==> config.mk <==
export PLATFORM = sky130hd
export DESIGN_NAME = host_cmd_ctl_flat
export DESIGN_NICKNAME = d
export VERILOG_FILES = /design/src/rtl/host_cmd_ctl_if.sv /design/src/rtl/host_cmd_ctl.sv /design/src/flat_wrapper.sv
export SDC_FILE = /design/constraint.sdc
export NUM_CORES = 1
export LEC_CHECK = 0
export BUFFER_PORTS_ARGS = -buffer_cell sky130_fd_sc_hd__buf_2
export CORE_MARGIN = 1
export CORE_UTILIZATION = 52
export DETAILED_ROUTE_END_ITERATION = 7
export GPL_TIMING_DRIVEN = 0
export PLACE_DENSITY = 0.73
export SKIP_LAST_GASP = 1
export SLEW_MARGIN = 15
export SYNTH_ARGS = -nofsm -noshare
export SYNTH_HDL_FRONTEND = slang
export SYNTH_SLANG_ARGS = --single-unit
==> constraint.sdc <==
create_clock -name clk_i -period 2.9 [get_ports clk_i]
set_input_delay 0.29 -clock clk_i [delete_from_list [all_inputs] [get_ports clk_i]]
set_output_delay 0.29 -clock clk_i [all_outputs]
set_load 0.03 [all_outputs]
==> src/rtl/host_cmd_ctl_if.sv <==
`default_nettype none
// ============================================================================
// host_cmd_ctl_if : SPI byte stream in, RAM port-B control and MISO byte out
// Revision 1.0
// ============================================================================
interface host_cmd_ctl_if #(
    parameter int XLEN = 32
);
    logic            dc_i;
    logic            spi_byte_vld_i;
    logic [7:0]      spi_byte_data_i;
    logic [7:0]      ram_rd_data_i;
    logic            cpu_rst_n_o;
    logic            iram_rd_sel_o;
    logic            iram_wr_sel_o;
    logic            dram_rd_sel_o;
    logic            dram_wr_sel_o;
    logic [XLEN-1:0] ram_rw_addr_o;
    logic [3:0]      ram_wr_byte_en_o;
    logic [7:0]      spi_byte_data_o;

    modport slave (
        input  dc_i, spi_byte_vld_i, spi_byte_data_i, ram_rd_data_i,
        output cpu_rst_n_o, iram_rd_sel_o, iram_wr_sel_o, dram_rd_sel_o,
               dram_wr_sel_o, ram_rw_addr_o, ram_wr_byte_en_o, spi_byte_data_o
    );

    modport master (
        output dc_i, spi_byte_vld_i, spi_byte_data_i, ram_rd_data_i,
        input  cpu_rst_n_o, iram_rd_sel_o, iram_wr_sel_o, dram_rd_sel_o,
               dram_wr_sel_o, ram_rw_addr_o, ram_wr_byte_en_o, spi_byte_data_o
    );
endinterface
`default_nettype wire

==> src/rtl/host_cmd_ctl.sv <==
`default_nettype none
// ============================================================================
// host_cmd_ctl : host command sequencer for CPU reset and IRAM/DRAM load/readback
// Revision 1.0
// ============================================================================
module host_cmd_ctl #(
    parameter int XLEN = 32
) (
    input  wire logic         clk_i,
    input  wire logic         rst_n_i,
    host_cmd_ctl_if.slave     bus
);
    typedef enum logic [2:0] {
        ST_IDLE     = 3'd0,
        ST_CPU_CTL  = 3'd1,
        ST_SET_ADDR = 3'd2,
        ST_IRAM_WR  = 3'd3,
        ST_IRAM_RD  = 3'd4,
        ST_DRAM_WR  = 3'd5,
        ST_DRAM_RD  = 3'd6,
        ST_STATUS   = 3'd7
    } state_t;

    localparam logic [7:0] C_CMD_CPU_RST  = 8'h2A;
    localparam logic [7:0] C_CMD_CPU_RUN  = 8'h2B;
    localparam logic [7:0] C_CMD_IRAM_WR  = 8'h2C;
    localparam logic [7:0] C_CMD_IRAM_RD  = 8'h2D;
    localparam logic [7:0] C_CMD_DRAM_WR  = 8'h2E;
    localparam logic [7:0] C_CMD_DRAM_RD  = 8'h2F;
    localparam logic [7:0] C_CMD_SET_ADDR = 8'h30;
    localparam logic [7:0] C_CMD_STATUS   = 8'h31;
    localparam logic [XLEN-1:0] C_ONE     = {{(XLEN-1){1'b0}}, 1'b1};

    state_t          r_state;
    state_t          w_state_nxt;
    logic            r_cpu_run;
    logic            w_cpu_run_nxt;
    logic            r_wr_seen;
    logic [XLEN-1:0] r_base;
    logic [XLEN-9:0] r_shadow;      // upper bytes of the shadow; the newest byte arrives live
    logic [XLEN-1:0] w_shadow_nxt;
    logic [1:0]      r_cnt;
    logic [XLEN-1:0] r_addr;
    logic [3:0]      r_be;
    logic            r_wr_pend;
    logic            r_cpu_rst_n;
    logic            r_iram_wr_sel;
    logic            r_iram_rd_sel;
    logic            r_dram_wr_sel;
    logic            r_dram_rd_sel;
    logic            w_cmd;
    logic            w_dat;
    logic            w_ram_nxt;
    logic            w_is_wr;
    logic            w_is_rd;
    logic [7:0]      w_miso;

    assign w_cmd        = bus.spi_byte_vld_i & ~bus.dc_i;
    assign w_dat        = bus.spi_byte_vld_i &  bus.dc_i;
    assign w_shadow_nxt = {bus.spi_byte_data_i, r_shadow};
    assign w_is_wr      = (r_state == ST_IRAM_WR) || (r_state == ST_DRAM_WR);
    assign w_is_rd      = (r_state == ST_IRAM_RD) || (r_state == ST_DRAM_RD);
    assign w_ram_nxt    = (w_state_nxt == ST_IRAM_WR) || (w_state_nxt == ST_IRAM_RD) ||
                          (w_state_nxt == ST_DRAM_WR) || (w_state_nxt == ST_DRAM_RD);

    always_ff @(posedge clk_i or negedge rst_n_i) begin
        if (!rst_n_i) begin
            r_state <= ST_IDLE;
        end else begin
            r_state <= w_state_nxt;
        end
    end

    // Commands preempt every state, including an unfinished address load
    always_comb begin
        w_state_nxt   = r_state;
        w_cpu_run_nxt = r_cpu_run;
        if (w_cmd) begin
            case (bus.spi_byte_data_i)
                C_CMD_CPU_RST:  begin w_state_nxt = ST_IDLE; w_cpu_run_nxt = 1'b0; end
                C_CMD_CPU_RUN:  begin w_state_nxt = ST_IDLE; w_cpu_run_nxt = 1'b1; end
                C_CMD_IRAM_WR:  w_state_nxt = ST_IRAM_WR;
                C_CMD_IRAM_RD:  w_state_nxt = ST_IRAM_RD;
                C_CMD_DRAM_WR:  w_state_nxt = ST_DRAM_WR;
                C_CMD_DRAM_RD:  w_state_nxt = ST_DRAM_RD;
                C_CMD_SET_ADDR: w_state_nxt = ST_SET_ADDR;
                C_CMD_STATUS:   w_state_nxt = ST_STATUS;
                default:        w_state_nxt = ST_IDLE;
            endcase
        end else if (w_dat && (r_state == ST_SET_ADDR) && (r_cnt == 2'd3)) begin
            w_state_nxt = ST_IDLE;
        end
    end

    always_ff @(posedge clk_i or negedge rst_n_i) begin
        if (!rst_n_i) begin
            r_cpu_run     <= 1'b0;
            r_wr_seen     <= 1'b0;
            r_base        <= '0;
            r_shadow      <= '0;
            r_cnt         <= 2'd0;
            r_addr        <= '0;
            r_be          <= 4'b0000;
            r_wr_pend     <= 1'b0;
            r_cpu_rst_n   <= 1'b0;
            r_iram_wr_sel <= 1'b0;
            r_iram_rd_sel <= 1'b0;
            r_dram_wr_sel <= 1'b0;
            r_dram_rd_sel <= 1'b0;
        end else begin
            r_be          <= 4'b0000;
            r_wr_pend     <= 1'b0;
            r_cpu_run     <= w_cpu_run_nxt;
            r_cpu_rst_n   <= w_cpu_run_nxt & ~w_ram_nxt;
            r_iram_wr_sel <= (w_state_nxt == ST_IRAM_WR);
            r_iram_rd_sel <= (w_state_nxt == ST_IRAM_RD);
            r_dram_wr_sel <= (w_state_nxt == ST_DRAM_WR);
            r_dram_rd_sel <= (w_state_nxt == ST_DRAM_RD);

            // Post-write increment runs one cycle behind the enable pulse
            if (r_wr_pend) begin
                r_addr    <= r_addr + C_ONE;
                r_wr_seen <= 1'b1;
            end

            if (w_cmd) begin
                if (bus.spi_byte_data_i == C_CMD_CPU_RUN) begin
                    r_wr_seen <= 1'b0;
                end
                if (w_ram_nxt) begin
                    r_addr <= r_base;
                end
                if (bus.spi_byte_data_i == C_CMD_SET_ADDR) begin
                    r_cnt <= 2'd0;
                end
            end else if (w_dat) begin
                if (w_is_wr) begin
                    r_be      <= 4'b0001 << r_addr[1:0];
                    r_wr_pend <= 1'b1;
                end else if (w_is_rd) begin
                    r_addr <= r_addr + C_ONE;
                end else if (r_state == ST_SET_ADDR) begin
                    r_shadow <= w_shadow_nxt[XLEN-1:8];
                    r_cnt    <= r_cnt + 2'd1;
                    if (r_cnt == 2'd3) begin
                        r_base <= w_shadow_nxt;
                    end
                end
            end
        end
    end

    always_comb begin
        w_miso = 8'h00;
        if (w_is_rd) begin
            w_miso = bus.ram_rd_data_i;
        end else if (r_state == ST_STATUS) begin
            w_miso = {r_cpu_run, r_wr_seen, 2'b00, 4'hA};
        end
    end

    assign bus.cpu_rst_n_o      = r_cpu_rst_n;
    assign bus.iram_wr_sel_o    = r_iram_wr_sel;
    assign bus.iram_rd_sel_o    = r_iram_rd_sel;
    assign bus.dram_wr_sel_o    = r_dram_wr_sel;
    assign bus.dram_rd_sel_o    = r_dram_rd_sel;
    assign bus.ram_rw_addr_o    = r_addr;
    assign bus.ram_wr_byte_en_o = r_be;
    assign bus.spi_byte_data_o  = w_miso;
endmodule
`default_nettype wire

==> src/flat_wrapper.sv <==
// flat-port wrapper written by rule: the top's interface ports become plain ports
module host_cmd_ctl_flat 
#(
    parameter int XLEN = 32
)
  (clk_i, rst_n_i, bus_dc_i, bus_spi_byte_vld_i, bus_spi_byte_data_i, bus_ram_rd_data_i, bus_cpu_rst_n_o, bus_iram_rd_sel_o, bus_iram_wr_sel_o, bus_dram_rd_sel_o, bus_dram_wr_sel_o, bus_ram_rw_addr_o, bus_ram_wr_byte_en_o, bus_spi_byte_data_o);
  host_cmd_ctl_if #(.XLEN(XLEN)) bus_i ();
  input  wire logic clk_i;
  input  wire logic rst_n_i;
  input wire logic [$bits(bus_i.dc_i)-1:0] bus_dc_i;
  input wire logic [$bits(bus_i.spi_byte_vld_i)-1:0] bus_spi_byte_vld_i;
  input wire logic [$bits(bus_i.spi_byte_data_i)-1:0] bus_spi_byte_data_i;
  input wire logic [$bits(bus_i.ram_rd_data_i)-1:0] bus_ram_rd_data_i;
  output wire logic [$bits(bus_i.cpu_rst_n_o)-1:0] bus_cpu_rst_n_o;
  output wire logic [$bits(bus_i.iram_rd_sel_o)-1:0] bus_iram_rd_sel_o;
  output wire logic [$bits(bus_i.iram_wr_sel_o)-1:0] bus_iram_wr_sel_o;
  output wire logic [$bits(bus_i.dram_rd_sel_o)-1:0] bus_dram_rd_sel_o;
  output wire logic [$bits(bus_i.dram_wr_sel_o)-1:0] bus_dram_wr_sel_o;
  output wire logic [$bits(bus_i.ram_rw_addr_o)-1:0] bus_ram_rw_addr_o;
  output wire logic [$bits(bus_i.ram_wr_byte_en_o)-1:0] bus_ram_wr_byte_en_o;
  output wire logic [$bits(bus_i.spi_byte_data_o)-1:0] bus_spi_byte_data_o;
  assign bus_i.dc_i = bus_dc_i;
  assign bus_i.spi_byte_vld_i = bus_spi_byte_vld_i;
  assign bus_i.spi_byte_data_i = bus_spi_byte_data_i;
  assign bus_i.ram_rd_data_i = bus_ram_rd_data_i;
  assign bus_cpu_rst_n_o = bus_i.cpu_rst_n_o;
  assign bus_iram_rd_sel_o = bus_i.iram_rd_sel_o;
  assign bus_iram_wr_sel_o = bus_i.iram_wr_sel_o;
  assign bus_dram_rd_sel_o = bus_i.dram_rd_sel_o;
  assign bus_dram_wr_sel_o = bus_i.dram_wr_sel_o;
  assign bus_ram_rw_addr_o = bus_i.ram_rw_addr_o;
  assign bus_ram_wr_byte_en_o = bus_i.ram_wr_byte_en_o;
  assign bus_spi_byte_data_o = bus_i.spi_byte_data_o;
  host_cmd_ctl #(.XLEN(XLEN)) u_core (.clk_i(clk_i), .rst_n_i(rst_n_i), .bus(bus_i));
endmodule
Word level (Yosys, flattened, before mapping)

Cells that the tools add are included.

Word-level logic and storage cells: 87
Bits in registers: 105
Output and inout port bits: 49
Bits of input ports: 20

Bitwise gates (word level): 8
Multiplexer cells: 28
Reduce and logical (&&, ||, !) cells: 12
Add/sub/neg operators: 2
Shift-type cells: 1
Eq/ne operators: 22

Operators with widths:

| cell                  | count |
|---|---|
| $mux 32               | 6 |
| $eq 8x6->1 const B    | 8 |
| $add 32x1->32 const B | 1 |
| $eq 3x3->1 const B    | 7 |
| $pmux 3 s6            | 1 |
| $mux 8                | 2 |
| $mux 2                | 6 |
| $mux 4                | 3 |
| $reduce_and 5->1      | 2 |
| $eq 3x2->1 const B    | 3 |
| $mux 1                | 7 |
| $mux 3                | 2 |
| $reduce_and 6->1      | 1 |
| $logic_or 1x1->1      | 5 |
| $not 1->1             | 5 |
| $ne 2x1->1 const B    | 2 |
| $reduce_bool 2->1     | 2 |
| $shl 1x2->4 const A   | 1 |
| $and 1x1->1           | 3 |
| $add 2x1->2 const B   | 1 |
| $eq 2x2->1 const B    | 1 |
| $logic_and 1x1->1     | 2 |
| $ne 2x2->1 const B    | 1 |
| $pmux 1 s2            | 1 |

Logic depth before layout (Yosys ltp)

Word-level depth: 11
Mapped depth: 13
Gate-level depth less buffers: 8

Least setup slack after synthesis

OpenSTA, ideal clock, no wires.

Kind: reg-to-reg
Start point: register u_core.r_addr[4], in the netlist u_core.bus.ram_rw_addr_o[4]
End point: register u_core.r_addr[22], in the netlist u_core.bus.ram_rw_addr_o[22]
Data arrival time: 2526 ps
Path slack: 271 ps
Period minus slack after synthesis: 2629 ps
Required time: 2796 ps
Cell stages (with the launch flop): 10
Cells stage by stage: dfrtp_1 > clkbuf_1 > nand3_1 > or4_1 > clkbuf_1 > nor3_1 > buf_2 > nand3_1 > xnor2_1 > a221oi_1

Word-level cells in the longest chain between the ends: 6
Elaborated cells between the ends (all ways): 7

Ends and longest elaborated chain:

| what                   | line                                     | source |
|---|---|---|
| from (decl)            | host_cmd_ctl.sv:43                       | `logic [XLEN-1:0] r_addr;` |
| from (signal assigned) | host_cmd_ctl.sv:122                      | `r_addr <= r_addr + C_ONE;` |
| from (signal assigned) | host_cmd_ctl.sv:131                      | `r_addr <= r_base;` |
| from (signal assigned) | host_cmd_ctl.sv:141                      | `r_addr <= r_addr + C_ONE;` |
| $add 32x1->32 *        | host_cmd_ctl.sv:122, host_cmd_ctl.sv:141 |  |
| $mux 32                | host_cmd_ctl.sv:121                      | `if (r_wr_pend) begin` |
| $mux 32                | host_cmd_ctl.sv:140                      | `end else if (w_is_rd) begin` |
| $mux 32                | host_cmd_ctl.sv:137                      | `if (w_is_wr) begin` |
| $mux 32                | host_cmd_ctl.sv:136                      | `end else if (w_dat) begin` |
| $mux 32 *              | host_cmd_ctl.sv:126                      | `if (w_cmd) begin` |

Every way passes the cells marked *; elsewhere a longest branch is shown, timed or not.
A chain may end at the register's enable or synchronous reset.

Worst setup path after layout

Start point: register u_core.r_addr[18], in the netlist u_core.bus.ram_rw_addr_o[18]
End point: register u_core.r_addr[25], in the netlist u_core.bus.ram_rw_addr_o[25]

Same word-level chain as after synthesis.

==> run metrics <==
status finished, final reports clean; fill count 905; initial antenna violation count 0; largest family of logic cells by synthesized area simple AND/OR/NAND/NOR gates; later-pin clock latency in the skew report 0.38 ns; TritonCTS clock tree done; Via density 6.13; crit path capture type flip-flop; nets 693; routed via count 4961; Syn Area/Cell 9.67 µm²; Worst Setup SP u_core.bus.ram_rw_addr_o[18]; crit path DAT 2.99 ns; max-cap viol count 0; R2R setup slack 0.19 ns; Initial Util 54.3%; HP Class in2reg; Static Leak 3.07 nW; Layout Skew 0.0106 ns; GRT Util Overall 29.6%; fin crit share 93.3%; CP max stage delay 0.53 ns; share of layout cells above drive strength 1 23.2%; CTS Sinks 105; n_diodes 0; Power Total 3.47 mW; maximum root-to-sink buffer count 2; DRC violations left 0; async set-reset flop share out of synthesis 100%; Peak Freq 0.370 GHz; Area growth syn-to-layout 13.9%; synth top area cells dfrtp_1 (46%), mux2_2 (8.1%), nand2_1 (5.9%); Synth Net Count 613; headroom to the max-slew limit 56.2%; core area 0.0105 mm²; Post-Synth XOR/XNOR Area 3.70%; largest net degree at the start of global routing 79; Die W 107 µm; Initial DRC Count 330; Synth Area in Simple Gates 21.1%; CP startpoint kind flip-flop; hold_sp bus_spi_byte_data_i[5]; Hold Slack 0.176 ns; Cell Area, Placed 0.00624 mm²; crit path time final 2.71 ns; drt pass-1 iters 5; postcts setup bufs 0; Die Area 0.0114 mm²; dpl ws -0.117 ns; H-tree depth 3; Final Worst Setup Slack 0.195 ns; final setup fails 0; total I/O pin count 69; Setup Crit Path Kind reg2reg; final count of hold timing violations 0; Compound-Gate Fraction of Synth Area 13.9%; Synth top area share 46.2%; wire per inst 19.8 µm; mapped cell area 0.00569 mm²; Root Driver clkbuf_8; row count 37; CP max-delay cell nor3_2; gp weighted congestion 0.883; crit path max fanout 10; Syn Inst Count 588; register area 0.00263 mm²; CP required 3.19 ns; GR Overflow Total 0; Final Cell Area 0.00648 mm²; ys flop type dfrtp_1; vias in the first global route 4700; number of synthesized register bits 105; reg-to-reg startpoint u_core.bus.ram_rw_addr_o[18]; die height 107 µm; utilization after layout 61.9%; Max Slew Vio Count 0; most common cell after layout, fill and taps aside dfrtp_1; top cell type by total area after synthesis dfrtp_1; fin cells 809; PwrDens 536 mW/mm²; Post-synth EDFFs 0; Cells after DPL 793; Detailed Place HPWL 11500 µm; CTS Buf Count 9; Synth cell types 66; IO Port Bufs 68; commonest non-fill, non-tap cells in the layout dfrtp_1 (105), nand2_1 (89), buf_2 (71), nor2_1 (46), mux2_2 (41); CP Cell Sequence clkbuf_1, nand4_1, nor3_2, and3_1, nand2_1, xor2_1, mux2_2, o221ai_1; Yosys warning count 0; Detailed Route WL 16000 µm; proportion of synthesized area in mux cells 10.2%; Seq/Total Area, Yosys 46.2%; setup_tns 0 ns; Max IR drop VDD 0.315 mV; Routed Antenna Nets 0; combined area of the multi-input logic cells 0.00288 mm²; first-pass GRT wire length 25400 µm; synthesized-area fraction occupied by adder cells 1.10%; Slew @ Worst Pin 0.657 ns; Clock transition at path regs 0.11 ns
## final timing paths
path                                                     end  cells past startpoint
worst max-delay path            u_core.bus.ram_rw_addr_o[25]                      8
worst min-delay path                     u_core.r_shadow[21]                      2
worst max register to register  u_core.bus.ram_rw_addr_o[25]                      8
worst min register to register            u_core.r_shadow[3]                      2
max in group asynchronous                  u_core.r_base[11]                      3
min in group asynchronous       u_core.bus.ram_rw_addr_o[25]                      2
## cell families (layout without fill, tap and decap cells)
| family | count (synthesis) | in the layout |
|---|---|---|
| buf+inv | 47 | 132 |
| fa+ha+maj | 5 | 5 |
| xor+xnor | 24 | 24 |
| mux | 52 | 52 |
| flops | 105 | 105 |
| compound gates | 106 | 106 |
| simple gates | 249 | 249 |
## cell type report
cell class	count	share of cell area, %
clock inverter	7	1.20
sequential	105	40.6
timing repair buffer	70	5.93
inverter	10	0.579
multi-input combinational	436	44.4
clock buffer	9	1.91
tap	136	2.63
buffer	36	2.76
## critical path, delay by kind of cell (launching register included)
kind	cells	cell delay, ns
AND/OR/NAND/NOR	4	1.24
multiplexers	1	0.27
AO/OA/AOI/OAI	1	0.18
XOR/XNOR	1	0.19
flip-flops	1	0.40
buffers and inverters	1	0.33
## metal layers
layer / share of wire, % / vias up / GRT usage, %
met5: 0 / - / 0
met4: 2.1 / 0 / 10.2
met3: 8.7 / 31 / 5.95
met2: 46 / 222 / 46.1
met1: 43 / 2438 / 41.0
li1: - / 2270 / -
## timing repair
| action | 4_1_cts | 5_1_grt |
|---|---|---|
| hold buffers | 1 | 0 |
| endpoints found under the hold margin | 27 | 0 |
| resized for setup | 2 | 7 |
| setup endpoints to repair | 6 | 23 |
## flip-flops by register name, indices dropped and copies added (netlist names), 2 cells and up
register / count
u_core.r_state: 3
u_core.bus.ram_wr_byte_en_o: 4
u_core.r_shadow: 24
u_core.r_cnt: 2
u_core.bus.ram_rw_addr_o: 32
u_core.r_base: 32
## Yosys cell counts, types with 5 or more instances
| master | n |
|---|---|
| inv_1 | 9 |
| o31ai_1 | 7 |
| clkbuf_1 | 22 |
| nand2b_1 | 7 |
| nand3_1 | 38 |
| nand4_1 | 14 |
| ha_1 | 5 |
| nand2_1 | 89 |
| buf_6 | 5 |
| mux2_2 | 41 |
| xor2_1 | 11 |
| buf_1 | 6 |
| xnor2_1 | 13 |
| nor3_1 | 12 |
| and3_1 | 11 |
| a311oi_1 | 6 |
| nor2_1 | 47 |
| a211oi_1 | 13 |
| dfrtp_1 | 105 |
| and2_1 | 11 |
| o21ai_0 | 14 |
| a221oi_1 | 5 |
| mux2i_1 | 8 |
| a31oi_1 | 6 |
| a21oi_1 | 12 |
## power by group
part | internal (mW) | total (mW) | switching (mW)
registers | 1.59 | 1.78 | 0.190
clock network | 0.409 | 0.948 | 0.539
logic | 0.264 | 0.750 | 0.487
(Power assumes the default switching activity.)
